==> config.mk <==
export PLATFORM = sky130hd
export DESIGN_NAME = operand_fetch_flat
export DESIGN_NICKNAME = d
export VERILOG_FILES = /design/src/rtl/operand_fetch_if.sv /design/src/rtl/operand_fetch.sv /design/src/flat_wrapper.sv
export SDC_FILE = /design/constraint.sdc
export NUM_CORES = 1
export LEC_CHECK = 0
export ABC_AREA = 0
export ABC_CLOCK_PERIOD_IN_PS = 2900
export CAP_MARGIN = 10
export CORE_ASPECT_RATIO = 0.75
export CORE_MARGIN = 2
export CORE_UTILIZATION = 35
export CTS_CLUSTER_SIZE = 40
export DETAILED_ROUTE_END_ITERATION = 8
export DONT_BUFFER_PORTS = 1
export PLACE_DENSITY = 0.53
export SLEW_MARGIN = 20
export SYNTH_ARGS = -nofsm -noshare
export SYNTH_HDL_FRONTEND = slang
export SYNTH_SLANG_ARGS = --single-unit
==> constraint.sdc <==
create_clock -name clk -period 2.9 [get_ports clk]
set_input_delay 0 -clock clk [delete_from_list [all_inputs] [get_ports clk]]
set_output_delay 0 -clock clk [all_outputs]
set_load 0.03 [all_outputs]
==> src/rtl/operand_fetch_if.sv <==
// Operand-fetch stage bus: IF->OF word handshake and OF->EX bundle handshake.
// Handshake rule for both channels: a transfer happens on a rising clk edge
// where valid & ready are both high; the sender holds valid and payload stable
// until that edge, and ready may depend combinationally on the sender's valid
// side but never the other way round.
interface operand_fetch_if;
    logic        if_of_valid;
    logic [15:0] if_of_instr;
    logic        of_if_ready;
    logic        of_ex_valid;
    logic        ex_of_ready;
    logic [4:0]  of_ex_op;
    logic [15:0] of_ex_operand_a;
    logic [15:0] of_ex_operand_b;
    logic [4:0]  of_ex_reg_idx_dst;

    // Environment side: drives IF words and EX ready, observes the OF stage.
    modport master (
        output if_of_valid, if_of_instr, ex_of_ready,
        input  of_if_ready, of_ex_valid, of_ex_op,
        input  of_ex_operand_a, of_ex_operand_b, of_ex_reg_idx_dst
    );

    // Operand-fetch stage side.
    modport slave (
        input  if_of_valid, if_of_instr, ex_of_ready,
        output of_if_ready, of_ex_valid, of_ex_op,
        output of_ex_operand_a, of_ex_operand_b, of_ex_reg_idx_dst
    );
endinterface

==> src/rtl/operand_fetch.sv <==
// Operand-fetch stage: decodes 16-bit words, reads/forwards register operands,
// assembles a second-word immediate, and presents a registered bundle to EX.
// Applies a one-cycle load-use interlock and a synchronous branch flush.
// Optional macro OF_ZERO_REG_EN: register 0 reads as zero, never forwards and
// never interlocks.
module operand_fetch #(
    parameter int         NREG    = 16,
    parameter logic [4:0] LOAD_OP = 5'b10010
) (
    input  logic        clk,
    input  logic        reset,
    operand_fetch_if.slave bus,
    input  logic        flush,
    output logic [4:0]  rf_a_idx,
    input  logic [15:0] rf_a_data,
    output logic [4:0]  rf_b_idx,
    input  logic [15:0] rf_b_data,
    input  logic        ex_fwd_en,
    input  logic [4:0]  ex_fwd_idx,
    input  logic [15:0] ex_fwd_data,
    input  logic        wb_fwd_en,
    input  logic [4:0]  wb_fwd_idx,
    input  logic [15:0] wb_fwd_data,
    output logic        dbg_state
);

    localparam int IDX_W = $clog2(NREG);

    typedef enum logic {
        DECODE = 1'b0,
        IMM    = 1'b1
    } state_e;

    state_e      state_q, state_d;
    logic [4:0]  hold_op_q, hold_op_d;
    logic [4:0]  hold_rd_q, hold_rd_d;
    logic        ld_pend_q, ld_pend_d;
    logic [4:0]  ld_idx_q, ld_idx_d;
    logic        valid_q, valid_d;
    logic [4:0]  op_q, op_d;
    logic [15:0] a_q, a_d;
    logic [15:0] b_q, b_d;
    logic [4:0]  dst_q, dst_d;

    logic [4:0]  dec_op, dec_rd, dec_rs;
    logic        dec_imm;
    logic        slot_free, interlock, accept, transfer;
    logic [15:0] fwd_a, fwd_b;
    logic        unused_bits;

    // Field extraction; the two low bits are reserved and ignored.
    assign dec_op      = bus.if_of_instr[15:11];
    assign dec_rd      = 5'(bus.if_of_instr[7 +: IDX_W]);
    assign dec_rs      = 5'(bus.if_of_instr[3 +: IDX_W]);
    assign dec_imm     = bus.if_of_instr[2];
    assign unused_bits = ^bus.if_of_instr[1:0];

    // Operand select per read port: EX result beats WB data beats regfile.
    function automatic logic [15:0] fwd_sel(
        input logic [4:0]  idx,
        input logic [15:0] rf_data,
        input logic        ex_en,
        input logic [4:0]  ex_idx,
        input logic [15:0] ex_data,
        input logic        wb_en,
        input logic [4:0]  wb_idx,
        input logic [15:0] wb_data
    );
        logic        is_zero;
        logic [15:0] r;
        is_zero = 1'b0;
`ifdef OF_ZERO_REG_EN
        is_zero = (idx == 5'd0);
`endif
        if (is_zero)
            r = 16'h0000;
        else if (ex_en && (ex_idx == idx))
            r = ex_data;
        else if (wb_en && (wb_idx == idx))
            r = wb_data;
        else
            r = rf_data;
        return r;
    endfunction

    // Register file read indices: decoded fields in DECODE, held rd in IMM.
    always_comb begin
        rf_a_idx = dec_rd;
        rf_b_idx = dec_rs;
        if (state_q == IMM) begin
            rf_a_idx = hold_rd_q;
            rf_b_idx = 5'd0;
        end
    end

    assign fwd_a = fwd_sel(rf_a_idx, rf_a_data, ex_fwd_en, ex_fwd_idx, ex_fwd_data,
                           wb_fwd_en, wb_fwd_idx, wb_fwd_data);
    assign fwd_b = fwd_sel(rf_b_idx, rf_b_data, ex_fwd_en, ex_fwd_idx, ex_fwd_data,
                           wb_fwd_en, wb_fwd_idx, wb_fwd_data);

    // Load-use interlock: a DECODE word reading the just-issued load target waits a cycle.
    always_comb begin
        logic ld_hit;
        ld_hit = ld_pend_q &&
                 ((dec_rd == ld_idx_q) || (!dec_imm && (dec_rs == ld_idx_q)));
`ifdef OF_ZERO_REG_EN
        ld_hit = ld_hit && (ld_idx_q != 5'd0);
`endif
        interlock = (state_q == DECODE) && ld_hit;
    end

    assign slot_free       = !valid_q || bus.ex_of_ready;
    assign transfer        = valid_q && bus.ex_of_ready;
    assign bus.of_if_ready = slot_free && !interlock && !flush;
    assign accept          = bus.if_of_valid && bus.of_if_ready;

    // Next-state and bundle assembly; flush overrides everything but reset.
    always_comb begin
        state_d   = state_q;
        hold_op_d = hold_op_q;
        hold_rd_d = hold_rd_q;
        valid_d   = valid_q && !transfer;
        op_d      = op_q;
        a_d       = a_q;
        b_d       = b_q;
        dst_d     = dst_q;
        ld_pend_d = transfer && (op_q == LOAD_OP);
        ld_idx_d  = ld_idx_q;
        if (transfer && (op_q == LOAD_OP))
            ld_idx_d = dst_q;

        if (flush) begin
            valid_d   = 1'b0;
            state_d   = DECODE;
            ld_pend_d = 1'b0;
        end else if (accept) begin
            case (state_q)
                DECODE: begin
                    if (!dec_imm) begin
                        op_d    = dec_op;
                        a_d     = fwd_a;
                        b_d     = fwd_b;
                        dst_d   = dec_rd;
                        valid_d = 1'b1;
                    end else begin
                        hold_op_d = dec_op;
                        hold_rd_d = dec_rd;
                        state_d   = IMM;
                    end
                end
                IMM: begin
                    op_d    = hold_op_q;
                    a_d     = fwd_a;
                    b_d     = bus.if_of_instr;
                    dst_d   = hold_rd_q;
                    valid_d = 1'b1;
                    state_d = DECODE;
                end
                default: state_d = DECODE;
            endcase
        end
    end

    // State and bundle registers.
    always_ff @(posedge clk or negedge reset) begin
        if (!reset) begin
            state_q   <= DECODE;
            hold_op_q <= '0;
            hold_rd_q <= '0;
            ld_pend_q <= 1'b0;
            ld_idx_q  <= '0;
            valid_q   <= 1'b0;
            op_q      <= '0;
            a_q       <= '0;
            b_q       <= '0;
            dst_q     <= '0;
        end else begin
            state_q   <= state_d;
            hold_op_q <= hold_op_d;
            hold_rd_q <= hold_rd_d;
            ld_pend_q <= ld_pend_d;
            ld_idx_q  <= ld_idx_d;
            valid_q   <= valid_d;
            op_q      <= op_d;
            a_q       <= a_d;
            b_q       <= b_d;
            dst_q     <= dst_d;
        end
    end

    assign bus.of_ex_valid       = valid_q;
    assign bus.of_ex_op          = op_q;
    assign bus.of_ex_operand_a   = a_q;
    assign bus.of_ex_operand_b   = b_q;
    assign bus.of_ex_reg_idx_dst = dst_q;
    assign dbg_state             = state_q;

endmodule
==> src/flat_wrapper.sv <==
// flat-port wrapper written by rule: the top's interface ports become plain ports
module operand_fetch_flat 
#(
    parameter int         NREG    = 16,
    parameter logic [4:0] LOAD_OP = 5'b10010
)
  (clk, reset, flush, rf_a_idx, rf_a_data, rf_b_idx, rf_b_data, ex_fwd_en, ex_fwd_idx, ex_fwd_data, wb_fwd_en, wb_fwd_idx, wb_fwd_data, dbg_state, bus_if_of_valid, bus_if_of_instr, bus_ex_of_ready, bus_of_if_ready, bus_of_ex_valid, bus_of_ex_op, bus_of_ex_operand_a, bus_of_ex_operand_b, bus_of_ex_reg_idx_dst);
  operand_fetch_if bus_i ();
  input  logic clk;
  input  logic reset;
  input  logic flush;
  output logic [4:0] rf_a_idx;
  input  logic [15:0] rf_a_data;
  output logic [4:0] rf_b_idx;
  input  logic [15:0] rf_b_data;
  input  logic ex_fwd_en;
  input  logic [4:0] ex_fwd_idx;
  input  logic [15:0] ex_fwd_data;
  input  logic wb_fwd_en;
  input  logic [4:0] wb_fwd_idx;
  input  logic [15:0] wb_fwd_data;
  output logic dbg_state;
  input wire logic [$bits(bus_i.if_of_valid)-1:0] bus_if_of_valid;
  input wire logic [$bits(bus_i.if_of_instr)-1:0] bus_if_of_instr;
  input wire logic [$bits(bus_i.ex_of_ready)-1:0] bus_ex_of_ready;
  output wire logic [$bits(bus_i.of_if_ready)-1:0] bus_of_if_ready;
  output wire logic [$bits(bus_i.of_ex_valid)-1:0] bus_of_ex_valid;
  output wire logic [$bits(bus_i.of_ex_op)-1:0] bus_of_ex_op;
  output wire logic [$bits(bus_i.of_ex_operand_a)-1:0] bus_of_ex_operand_a;
  output wire logic [$bits(bus_i.of_ex_operand_b)-1:0] bus_of_ex_operand_b;
  output wire logic [$bits(bus_i.of_ex_reg_idx_dst)-1:0] bus_of_ex_reg_idx_dst;
  assign bus_i.if_of_valid = bus_if_of_valid;
  assign bus_i.if_of_instr = bus_if_of_instr;
  assign bus_i.ex_of_ready = bus_ex_of_ready;
  assign bus_of_if_ready = bus_i.of_if_ready;
  assign bus_of_ex_valid = bus_i.of_ex_valid;
  assign bus_of_ex_op = bus_i.of_ex_op;
  assign bus_of_ex_operand_a = bus_i.of_ex_operand_a;
  assign bus_of_ex_operand_b = bus_i.of_ex_operand_b;
  assign bus_of_ex_reg_idx_dst = bus_i.of_ex_reg_idx_dst;
  operand_fetch #(.NREG(NREG), .LOAD_OP(LOAD_OP)) u_core (.clk(clk), .reset(reset), .bus(bus_i), .flush(flush), .rf_a_idx(rf_a_idx), .rf_a_data(rf_a_data), .rf_b_idx(rf_b_idx), .rf_b_data(rf_b_data), .ex_fwd_en(ex_fwd_en), .ex_fwd_idx(ex_fwd_idx), .ex_fwd_data(ex_fwd_data), .wb_fwd_en(wb_fwd_en), .wb_fwd_idx(wb_fwd_idx), .wb_fwd_data(wb_fwd_data), .dbg_state(dbg_state));
endmodule
After elaboration in Yosys (flattened, before gate mapping)
Index checks and enable logic that the tools add are counted.
{"block": "totals", "wordCells": 66, "out_inout_bits": 55, "register_bits": 59}
{"block": "op_classes", "n_reduce_logical": 23, "muxes": 23, "bitwise": 2, "n_eq_ne": 8}
{"operator": "two-way mux 16 bit", "count": 6}
{"operator": "case mux 16 bit (2 select lines)", "count": 2}
{"operator": "case mux 5 bit (2 select lines)", "count": 2}
{"operator": "logical AND 1 bit", "count": 13}
{"operator": "equality test 4 x 5 -> 1 bit", "count": 2}
{"operator": "equality test 5 x 4 -> 1 bit", "count": 2}
{"operator": "equality test 5 bit", "count": 2}
{"operator": "two-way mux 5 bit", "count": 2}
{"operator": "two-way mux 4 bit", "count": 2}
{"operator": "two-way mux 1 bit", "count": 7}
{"operator": "equality test 5 bit (second input constant)", "count": 1}
{"operator": "logical NOT 1 bit", "count": 5}
{"operator": "case mux 1 bit (2 select lines)", "count": 2}
{"operator": "AND reduction 4 bit", "count": 1}
{"operator": "AND reduction 3 bit", "count": 1}
{"operator": "logical OR 1 bit", "count": 2}
{"operator": "!= test 2 bit (second input constant)", "count": 1}
{"operator": "inverter 1 bit", "count": 2}
{"operator": "nonzero test 2 bit", "count": 1}

Depth between registers and ports, before layout
Gate-level depths: netlist of run 1.
{"block": "depth", "word_depth": 11, "ltp_mapped": 10}

Least setup slack after synthesis of run 1
No wires, ideal clock.
{"block": "synth_timing", "path_type": "flip-flop to flip-flop", "startpoint": "reg u_core.state_q, in the netlist u_core.dbg_state", "endpoint": "reg u_core.b_q[3], in the netlist u_core.bus.of_ex_operand_b[3]", "period_less_slack_ps": 2488, "t_required_ps": 2775, "t_arrival_ps": 2364, "path_stages_with_launch": 10, "slack_ps": 412, "path_cell_list": "dfrtp_1 -> buf_6 -> nor2b_1 -> xnor2_1 -> and4_1 -> buf_4 -> buf_6 -> a221oi_2 -> o22ai_1 -> mux2_2"}
{"block": "synth_between", "elab_chain_len": 7, "word_cells_on_any_way": 17}
{"element": "from (decl)", "line": "operand_fetch.sv:34", "text": "state_e state_q, state_d;"}
{"element": "from (signal assigned)", "line": "operand_fetch.sv:178", "text": "state_q <= state_d;"}
{"element": "two-way mux 4 bit (*)", "line": "operand_fetch.sv:90", "text": "if (state_q == IMM) begin"}
{"element": "via rf_b_idx[3]", "line": "flat_wrapper.sv:14", "text": "output logic [4:0] rf_b_idx;"}
{"element": "equality test 5 x 4 -> 1 bit", "line": "operand_fetch.sv:79", "text": "else if (wb_en && (wb_idx == idx))"}
{"element": "logical AND 1 bit", "line": "operand_fetch.sv:79"}
{"element": "two-way mux 16 bit", "line": "operand_fetch.sv:79"}
{"element": "two-way mux 16 bit (*)", "line": "operand_fetch.sv:77", "text": "else if (ex_en && (ex_idx == idx))"}
{"element": "two-way mux 16 bit (*)", "line": "operand_fetch.sv:139", "text": "if (!dec_imm) begin"}
{"element": "case mux 16 bit (2 select lines) (*)", "line": "operand_fetch.sv:137", "text": "case (state_q)"}
{"element": "to (signal assigned)", "line": "operand_fetch.sv:175", "text": "b_q <= '0;"}
{"element": "to (signal assigned)", "line": "operand_fetch.sv:186", "text": "b_q <= b_d;"}
{"element": "to (decl)", "line": "operand_fetch.sv:42", "text": "logic [15:0] b_q, b_d;"}
The timed path passes the listed nets; every way through them passes the cells marked *. The select of a mux whose other input is x is not followed.
A chain may end at the register's enable or synchronous reset.

Worst setup path in the final report of run 1
{"block": "layout_timing", "startpoint": "reg u_core.state_q, in the netlist u_core.dbg_state", "endpoint": "reg u_core.b_q[1], in the netlist u_core.bus.of_ex_operand_b[1]"}
{"block": "layout_between", "elab_chain_len": 7, "word_cells_on_any_way": 17}
{"element": "two-way mux 4 bit / inverter 1 bit (equally long branches)", "line": "operand_fetch.sv:90, operand_fetch.sv:109, operand_fetch.sv:137"}
{"element": "equality test 5 x 4 -> 1 bit / logical AND 1 bit (equally long branches)", "line": "operand_fetch.sv:79, operand_fetch.sv:109"}
{"element": "logical AND 1 bit / logical NOT 1 bit (equally long branches)", "line": "operand_fetch.sv:79, operand_fetch.sv:114"}
{"element": "two-way mux 16 bit / logical AND 1 bit (equally long branches)", "line": "operand_fetch.sv:79, operand_fetch.sv:114"}
{"element": "two-way mux 16 bit / logical AND 1 bit (equally long branches)", "line": "operand_fetch.sv:77, operand_fetch.sv:114"}
{"element": "two-way mux 16 bit / logical AND 1 bit (equally long branches)", "line": "operand_fetch.sv:139, operand_fetch.sv:115"}
{"element": "case mux 16 bit (2 select lines) / AND reduction 3 bit (equally long branches)"}
Parallel ways exist; a longest one is shown, timed or not. The select of a mux whose other input is x is not followed.

==> reports/qor.txt, run 1 <==
H-tree depth - 3
WP data required - 3.12 ns
CP startpoint kind - flip-flop
Worst Max-Slew Pin Slew - 0.7393 ns
HPWL Detailed - 9672 um
Core box area - 0.01102 sq mm
Final period util - 0.9446
Synth Instances - 368
Sw Ratio - 0.3801
Final RePlAce weighted congestion - 0.8929
Sequential fraction of the synthesis area - 0.3570
Vias in the first global route - 3365
Worst Setup SP - u_core.dbg_state
Yosys reg bits - 57
Hold path startpoint - ex_fwd_data[12]
Synth Area per Inst - 10.86 sq um
Final setup viols - 0
YS warnings - 0
Synthesized cell area - 0.003995 sq mm
Per-cell routed wire length - 23.61 um
Initial antenna violation count - 0
Max Slew Vio Count - 0
Clock Power Share - 0.329
Slew headroom - 0.5034
I/O Buffers - 0
Post-Route Setup TNS - 0 ns
Fin util - 0.4308
PD cells - 693.8 mW/mm^2
Layout cell share with drive strength beyond 1 - 0.3193
Clock skew - 0.009849 ns
Vias/cell - 5.693
EDFF count, synth - 0
Ys flop type - dfrtp_1
Final hold vios - 0
Root Driver - clkbuf_16
Fin crit period - 2.739 ns
DR vias - 3097
Clk_lat worst skew - 0.33 ns
Clock sinks - 57
GR Overflow Total - 0
CTS buffer count - 9
Ports - 152
Std cell rows - 33
Critical path type - reg2reg
Achievable frequency - 365.0 MHz
Area leader, netlist - dfrtp_1
Distinct cells, synth - 53
Final net count - 496
Fraction of registers with async set/reset - 1.000
Metal3 WL - 1399 um
Top cells by count, synth - mux2_2 (58), dfrtp_1 (57), and3_1 (17), o21ai_0 (17)
Final wirelength - 12840 um
Sequential power share - 0.463
Pint - 2043 uW
First-pass GRT wire length - 19500 um
Die Wd - 127.4 um
CP endpoint kind - flip-flop
Drc violations - 0
Starting Density - 0.3624
# Max-Cap Violations - 0
Top-area cell type share of the netlist area - 0.3570
Area delta synth->final - 18.89%
Lkg Pwr - 0.001923 uW
Worst Path Max Fanout - 9
Status - finished, final reports clean
Worst r2r src - u_core.dbg_state
Worst IR drop on VDD - 0.0003134 V
DR iter-0 viols - 141
Die height - 96.53 um
P_sw - 1252 uW
Clock transition at path regs - 0.06 ns
Post-route ant nets - 0
Largest net degree at the start of global routing - 58
DRT met1 WL - 5503 um
Area of the die - 0.01229 sq mm
Total GRT Usage - 0.2126
Comb pwr share - 0.207
WP data arrival - 2.96 ns
Pre-antenna DRT Iters - 5
Clk buf depth - 2
RSZ-0062 raised after global routing - false
Top Layer Used - met4
Hold Path Class - in2reg
Antenna fix cells - 0
Area contributors post-synth - dfrtp_1 (36%), mux2_2 (16%), a221oi_2 (4.1%)
Top-count cell post-synth - mux2_2
Met2 wire len - 5730 um
CTS tree - yes
[through the flow]
stage	hold slack [ns]	total power, uW	std cells	instance area (sq um)	setup WS (ns)
3_5_place_dp	-0.2927	2160	498	4121	0.2236
6_report	0.02455	3295	544	4750	0.1606
3_3_place_gp	-0.2935	2138	498	4121	0.3219
2_1_floorplan	-0.2956	2010	370	4003	0.4117
5_1_grt	0.03369	3457	544	4750	0.07274
4_1_cts	0.002665	3313	540	4705	0.01994
[registers in the layout, summed over array words and instances (netlist names)]
name	cells
u_core.bus.of_ex_op	5
u_core.bus.of_ex_operand_a	16
u_core.bus.of_ex_operand_b	16
u_core.bus.of_ex_reg_idx_dst	4
u_core.bus.of_ex_valid	1
u_core.dbg_state	1
u_core.hold_op_q	5
u_core.hold_rd_q	4
u_core.ld_idx_q	4
u_core.ld_pend_q	1
[repair_timing]
item,CTS,global route
resized for setup,0,1
endpoints found under the hold margin,87,0
setup buffers,0,4
setup endpoints to repair,0,1
hold buffers,26,0
[cell families (layout without fill, tap and decap cells)]
group,after synthesis,count (layout),synth area share
xor gates and xnor gates,20,20,0.05136
DFF,57,57,0.3570
buffers and inverters,43,77,0.06232
muxes,63,63,0.1885
and+or+nand+nor,92,92,0.1506
AOI/OAI and AO/OA,92,92,0.1892
other,1,3,0.0009387
[layout make-up]
cell class	instances	area (sq um)
clock inverter	7	80.08
multi-input combinational	270	2335
sequential	57	1430
fill	1087	6275
timing repair buffer	48	455.4
inverter	13	48.80
clock buffer	9	225.2
tap	140	175.2
[final timing paths]
check | slack (ns) | to | cells past startpoint
hold / removal | 0.02 | u_core.bus.of_ex_operand_b[12] | 3
max in group asynchronous | 2.36 | u_core.dbg_state | 2
min in group asynchronous | 0.27 | u_core.bus.of_ex_operand_a[13] | 2
hold reg to reg | 0.50 | u_core.hold_op_q[2] | 1
setup / recovery | 0.16 | u_core.bus.of_ex_operand_b[1] | 9
setup reg to reg | 0.16 | u_core.bus.of_ex_operand_b[1] | 9
[cell usage in the layout (no fill, tap or decap), drive strengths merged, types with 9 or more instances in the layout]
| cell | Yosys | layout |
|---|---|---|
| buf | 22 | 23 |
| o21ai | 28 | 28 |
| nand2 | 14 | 14 |
| xnor2 | 16 | 16 |
| mux2 | 58 | 58 |
| and3 | 17 | 17 |
| o31a | 16 | 16 |
| nor2b | 9 | 9 |
| a21boi | 16 | 16 |
| dfrtp | 57 | 57 |
| and2 | 13 | 13 |
| clkbuf | 8 | 9 |
| dlygate4sd3 | 0 | 25 |
| a221oi | 13 | 13 |
| nand3b | 16 | 16 |
| inv | 13 | 14 |
[per-layer routing]
metal	GRT usage	up-vias
met5	0	-
met4	0.06777	0
met3	0.09251	13
met2	0.3329	127
met1	0.2662	1540
li1	-	1417
[power by group through the flow]
stage	combinational (uW)	clock [uW]	sequential, uW
floorplan	529	0	1480
global placement	598	0	1540
detailed placement	614	0	1550
CTS	673	1110	1530
global route	750	1150	1560
finish	684	1090	1530
[critical path, cell delays in order, from the launching register on]
cell and delay (ns):
dfrtp_4 0.55, nor2b_4 0.16, buf_4 0.19, xnor2_1 0.09, and4_1 0.32, buf_4 0.21
a221oi_2 0.20, o21ai_1 0.10, dlygate4sd3_1 0.55, mux2_2 0.25
No activity file was read; power rests on OpenSTA's default activity.
==> run 2: changes to the inputs <==
Settings changed: HOLD_SLACK_MARGIN set to 0.15, PLACE_DENSITY 0.53 to not set, PLACE_DENSITY_LB_ADDON set to 0.12.
==> run 2 against run 1 <==
- final cell count up 10%
- first-iteration DRC count fell by 2.8%
- sequential power barely moved
- combinational power grew 11%
- power rose by 4.5%
- clock power is 6% higher
==> reports/qor.txt, run 2 (synthesis results as in run 1) <==
Met2 wire len - 5950 um (+3.8%)
Layout cell share with drive strength beyond 1 - 0.2783 (-0.04105)
Lkg Pwr - 0.002161 uW (+12%)
RSZ-0062 raised after global routing - false
Final net count - 552 (+11%)
Hold Path Class - in2reg
Die Wd - 127.4 um (unchanged)
I/O Buffers - 0 (unchanged)
CTS tree - yes
Core box area - 0.01102 sq mm (unchanged)
Post-Place Worst Slack - 0.4110 ns (+0.1874 ns)
Vias/cell - 5.553 (-2.5%)
DR iter-0 viols - 137 (-2.8%)
Placed instance count - 498 (unchanged)
Vias in the first global route - 3534 (+5.0%)
# fillers - 1064 (-2.1%)
Finished Cell Area - 0.005319 sq mm (+12%)
Status - finished, final reports clean
Final wirelength - 13310 um (+3.6%)
Initial antenna violation count - 0 (unchanged)
GR Overflow Total - 0 (unchanged)
Fin crit period - 2.747 ns (+0.007837 ns)
Clock skew - 0.008369 ns (-0.001480 ns)
Metal3 WL - 1068 um (-24%)
Final setup viols - 0 (unchanged)
Final RePlAce weighted congestion - 0.8799 (-1.5%)
# Max-Cap Violations - 0 (unchanged)
DRT met1 WL - 5995 um (+8.9%)
Area of the die - 0.01229 sq mm (unchanged)
Std cell rows - 33 (unchanged)
HPWL Detailed - 9735 um (+0.66%)
Worst IR drop on VDD - 0.0003566 V (+14%)
Final hold vios - 0 (unchanged)
Fin cells - 600 (+10%)
Clk_lat worst skew - 0.33 ns (about the same)
Drc violations - 0 (unchanged)
Most frequent cells in the layout - dlygate4sd3_1 (82), mux2_2 (58), dfrtp_1 (56), buf_4 (21)
Critical path type - reg2reg
Final period util - 0.9473 (+0.002702)
Antenna fix cells - 0 (unchanged)
Most common cell after layout, fill and taps aside - dlygate4sd3_1
H-tree depth - 3 (unchanged)
CP startpoint kind - flip-flop
Area delta synth->final - 33.13%
Ports - 152 (unchanged)
Largest net degree at the start of global routing - 58 (unchanged)
Total GRT Usage - 0.2214 (+0.008756)
Top Layer Used - met4
WP data arrival - 2.96 ns (about the same)
Root Driver - clkbuf_16
CP endpoint kind - flip-flop
Clk buf depth - 2 (unchanged)
PD cells - 647.6 mW/mm^2 (-6.7%)
DR vias - 3332 (+7.6%)
Max Slew Vio Count - 0 (unchanged)
Slew headroom - 0.4888 (-0.01454)
Pre-antenna DRT Iters - 4 (-1)
CTS buffer count - 9 (unchanged)
Post-Route Setup TNS - 0 ns (unchanged)
Tot Pwr - 3444 uW (+4.5%)
Worst Path Max Fanout - 13 (+4)
WP data required - 3.11 ns (about the same)
Post-route ant nets - 0 (unchanged)
Achievable frequency - 364.0 MHz (-0.29%)
First-pass GRT wire length - 20380 um (+4.5%)
Starting Density - 0.3624 (unchanged)
Die height - 96.53 um (unchanged)
Setup slack after layout - 0.1527 ns (-0.007837 ns)
Worst Max-Slew Pin Slew - 0.7609 ns (+0.02165 ns)
Per-cell routed wire length - 22.18 um (-6.0%)
Clock sinks - 57 (unchanged)
Cell Area, Placed - 0.004121 sq mm (unchanged)
Clock transition at path regs - 0.06 ns (about the same)
==> run 2: cell types whose count changed in the layout (fill, tap and decap cells not counted) <==
| cell | before | now |
|---|---|---|
| and4_1 | 3 | 2 |
| and4_2 | 0 | 1 |
| buf_12 | 1 | 0 |
| bufinv_16 | 1 | 2 |
| clkbuf_1 | 0 | 1 |
| clkbuf_8 | 0 | 1 |
| clkinv_2 | 0 | 1 |
| clkinv_4 | 3 | 0 |
| dlygate4sd3_1 | 25 | 82 |
| inv_6 | 1 | 0 |
==> run 2: power by group <==
part           internal (uW)  leakage, uW  switching [uW]
clock network            773     0.000152             383
logic                    418      0.00132             341
registers               1010     0.000686             521
total                   2200      0.00216            1250
==> run 2: worst paths after layout <==
path	to	start	cells past startpoint	slack [ns]
min	u_core.bus.of_ex_operand_b[12]	wb_fwd_data[12]	4	0.16
max in group asynchronous	u_core.bus.of_ex_operand_a[6]	reset	2	2.37
min reg2reg	u_core.hold_op_q[1]	u_core.hold_op_q[1]	1	0.50
max reg2reg	u_core.bus.of_ex_operand_b[1]	u_core.dbg_state	9	0.15
max	u_core.bus.of_ex_operand_b[1]	u_core.dbg_state	9	0.15
min in group asynchronous	u_core.bus.of_ex_operand_a[9]	reset	2	0.25
==> run 2: cell type report <==
class	count	area, sq um	area share
Multi-Input combinational cell	270	2336	0.4392
Sequential cell	57	1430	0.2689
Timing Repair Buffer	104	1006	0.1891
Clock buffer	11	242.7	0.04564
Tap cell	140	175.2	0.03293
Clock inverter	5	80.08	0.01506
Inverter	13	48.80	0.009174
==> run 2: metal layers <==
layer / track usage / up-vias
met3: 0.07379 / 21
met1: 0.2915 / 1657
met2: 0.3418 / 120
met5: 0 / -
met4: 0.07967 / 0
li1: - / 1534
==> run 2: timing repair <==
| action | CTS | global route |
|---|---|---|
| resized for setup | 0 | 2 |
| endpoints found under the setup margin | 0 | 6 |
| hold buffers | 83 | 0 |
| buffers inserted | 0 | 3 |
| endpoints found under the hold margin | 110 | 0 |
==> run 2: critical path, stage by stage (launching register included) <==
cell	delay, ns
dfrtp_4	0.56
nor2b_4	0.16
buf_4	0.19
xnor2_1	0.10
and4_2	0.31
buf_4	0.19
a221oi_2	0.20
o21ai_1	0.11
dlygate4sd3_1	0.55
mux2_2	0.26
==> run 2: per-stage QoR <==
stage          hold slack, ns  utilization
2_1_floorplan         -0.2956            -
3_3_place_gp          -0.2934       0.3739
4_1_cts                0.1530       0.4801
5_1_grt                0.1882       0.4825
3_5_place_dp          -0.2924       0.3739
6_report               0.1582       0.4825
==> run 3: changes to the inputs <==
Settings changed: CELL_PAD_IN_SITES_DETAIL_PLACEMENT set to 0, CELL_PAD_IN_SITES_GLOBAL_PLACEMENT set to 2.
==> run 3 against run 2 <==
- clock skew decreased by 0.0012 ns
- cell area is 0.24% lower
- critical endpoint is now u_core.bus.of_ex_operand_b[13]
- clock-buffer cell count shrank 1
- clock power down 8%
- sequential power is essentially flat
- sequential share of layout area rose by 0.063 points
- utilization down 0.11 points
- final cell count unchanged
- sequential cell count unchanged
- highest routed layer unchanged
- register-to-register slack barely moved
- die area stayed put
- fmax increased by 0.12%
==> reports/qor.txt, run 3 (synthesis results as in run 1) <==
Ports - 152 (unchanged)
Hold_ws - 0.1548 ns (-0.003351 ns)
Core box area - 0.01102 sq mm (unchanged)
DR vias - 3262 (-2.1%)
Critical path's largest stage delay - 0.56 ns (about the same)
Vias/cell - 5.437 (-2.1%)
Final wirelength - 13330 um (+0.12%)
Std cell rows - 33 (unchanged)
Final net count - 552 (unchanged)
Vias in the first global route - 3588 (+1.5%)
Final period util - 0.9462 (-0.001140)
Hold Path Class - in2reg
Clock sinks - 57 (unchanged)
# Max-Cap Violations - 0 (unchanged)
Total GRT Usage - 0.2250 (+0.003579)
First-pass GRT wire length - 20780 um (+2.0%)
Setup slack after layout - 0.1560 ns (+0.003305 ns)
Clock skew - 0.007177 ns (-0.001192 ns)
Drc violations - 0 (unchanged)
Max Slew Vio Count - 0 (unchanged)
Per-cell routed wire length - 22.21 um (+0.12%)
Worst Path Max Fanout - 15 (+2)
Achievable frequency - 364.4 MHz (+0.12%)
RSZ-0062 raised after global routing - false
PD cells - 633.3 mW/mm^2 (-2.2%)
Layout cell share with drive strength beyond 1 - 0.2717 (-0.006522)
Clock transition at path regs - 0.06 ns (about the same)
CP startpoint kind - flip-flop
Post-Place Worst Slack - 0.3280 ns (-0.08299 ns)
Area delta synth->final - 32.82%
GR Overflow Total - 0 (unchanged)
Root Driver - clkbuf_16
Fin crit period - 2.744 ns (-0.003305 ns)
Post-route ant nets - 0 (unchanged)
Fin cells - 600 (unchanged)
Clk buf depth - 2 (unchanged)
Seq. cell area - 0.001430 sq mm (unchanged)
Starting Density - 0.3624 (unchanged)
Largest net degree at the start of global routing - 58 (unchanged)
Worst Max-Slew Pin Slew - 0.7965 ns (+0.03564 ns)
Most frequent cells in the layout - dlygate4sd3_1 (84), mux2_2 (58), dfrtp_1 (56), buf_4 (19)
Die height - 96.53 um (unchanged)
Pre-antenna DRT Iters - 4 (unchanged)
# fillers - 1070 (+0.56%)
Antenna fix cells - 0 (unchanged)
Final RePlAce weighted congestion - 0.8377 (-4.8%)
Critical path type - reg2reg
CTS tree - yes
Multi-input logic area - 0.002344 sq mm (+0.32%)
Placed instance count - 499 (+0.20%)
Final setup viols - 0 (unchanged)
CP endpoint kind - flip-flop
H-tree depth - 3 (unchanged)
Most common cell after layout, fill and taps aside - dlygate4sd3_1
DR iter-0 viols - 150 (+9.5%)
Clk_lat worst skew - 0.33 ns (about the same)
Flop2flop setup slack - 0.16 ns (about the same)
WP data arrival - 2.96 ns (about the same)
CTS buffer count - 9 (unchanged)
Slew headroom - 0.4690 (-0.01986)
CP top delay family - buffers and inverters
Lkg Pwr - 0.002139 uW (-1.0%)
Area of the die - 0.01229 sq mm (unchanged)
Die Wd - 127.4 um (unchanged)
WP data required - 3.12 ns (about the same)
Number of setup buffers added after CTS - 0 (unchanged)
Crit-path slowest cell - dfrtp_4
Tot Pwr - 3361 uW (-2.4%)
Post-Route Setup TNS - 0 ns (unchanged)
Initial antenna violation count - 0 (unchanged)
I/O Buffers - 0 (unchanged)
HPWL Detailed - 9560 um (-1.8%)
Final hold vios - 0 (unchanged)
CP cell instances - buf_4 > nand2b_1 > o32ai_4 > nand4_4 > a221oi_1 > o21ai_0 > dlygate4sd3_1 > mux2_2
Worst path bufs/invs - 2 (-1)
Worst IR drop on VDD - 0.0002635 V (-26%)
Status - finished, final reports clean
-- run 3: changes by cell type in the layout (fill, tap and decap cells not counted), sizes merged --
cell / delta
dlygate4sd3: +2
clkinvlp: +2
buf: -2
bufinv: -1
clkbuf: -1
-- run 3: routing by layer --
metal | share of wire | vias to the layer above | GRT usage
met3 | 0.080 | 8 | 0.07985
li1 | - | 1525 | -
met4 | 0.0059 | 0 | 0.04304
met2 | 0.46 | 112 | 0.3654
met1 | 0.45 | 1617 | 0.2934
met5 | 0 | - | 0
-- run 3: final timing paths --
path                                                        to  cells after the start                start
worst max-delay path            u_core.bus.of_ex_operand_b[13]                      8     u_core.dbg_state
worst min-delay path             u_core.bus.of_ex_operand_b[4]                      4       wb_fwd_data[4]
min in group asynchronous        u_core.bus.of_ex_operand_b[7]                      2                reset
worst min register to register             u_core.hold_op_q[3]                      1  u_core.hold_op_q[3]
worst max register to register  u_core.bus.of_ex_operand_b[13]                      8     u_core.dbg_state
max in group asynchronous                  u_core.hold_rd_q[1]                      2                reset
-- run 3: area by class of cell --
class / count / area share
clock buffers: 10 / 0.04315
clock inverters: 6 / 0.01297
inverters: 13 / 0.009196
repair buffers: 104 / 0.1905
well taps: 140 / 0.03301
flip-flops and latches: 57 / 0.2695
multi-input cells: 270 / 0.4416
-- run 3: what timing repair did --
action | in CTS | in global routing
gates resized for setup | 0 | 2
setup endpoints to repair | 0 | 4
endpoints found under the hold margin | 110 | 0
hold buffers | 85 | 0
-- run 3: stage by stage --
step | area (sq um) | utilization
after floorplan | 4003 | -
after global placement | 4129 | 0.3745
after detailed placement | 4129 | 0.3745
after CTS | 5295 | 0.4803
after global routing | 5306 | 0.4813
final | 5306 | 0.4813
-- run 3: where the power goes --
part / switching (uW) / internal (uW) / total (uW)
sequential: 523 / 1010 / 1530
combinational: 344 / 419 / 763
clock: 402 / 666 / 1070
total: 1270 / 2090 / 3360
-- run 3: worst reg2reg max path: cells and delay by family, from the launching register on --
| family | cells | cell delay (ns) |
|---|---|---|
| buf+inv | 2 | 0.77 |
| flops | 1 | 0.56 |
| mux | 1 | 0.25 |
| compound gates | 3 | 0.75 |
| simple gates | 2 | 0.32 |
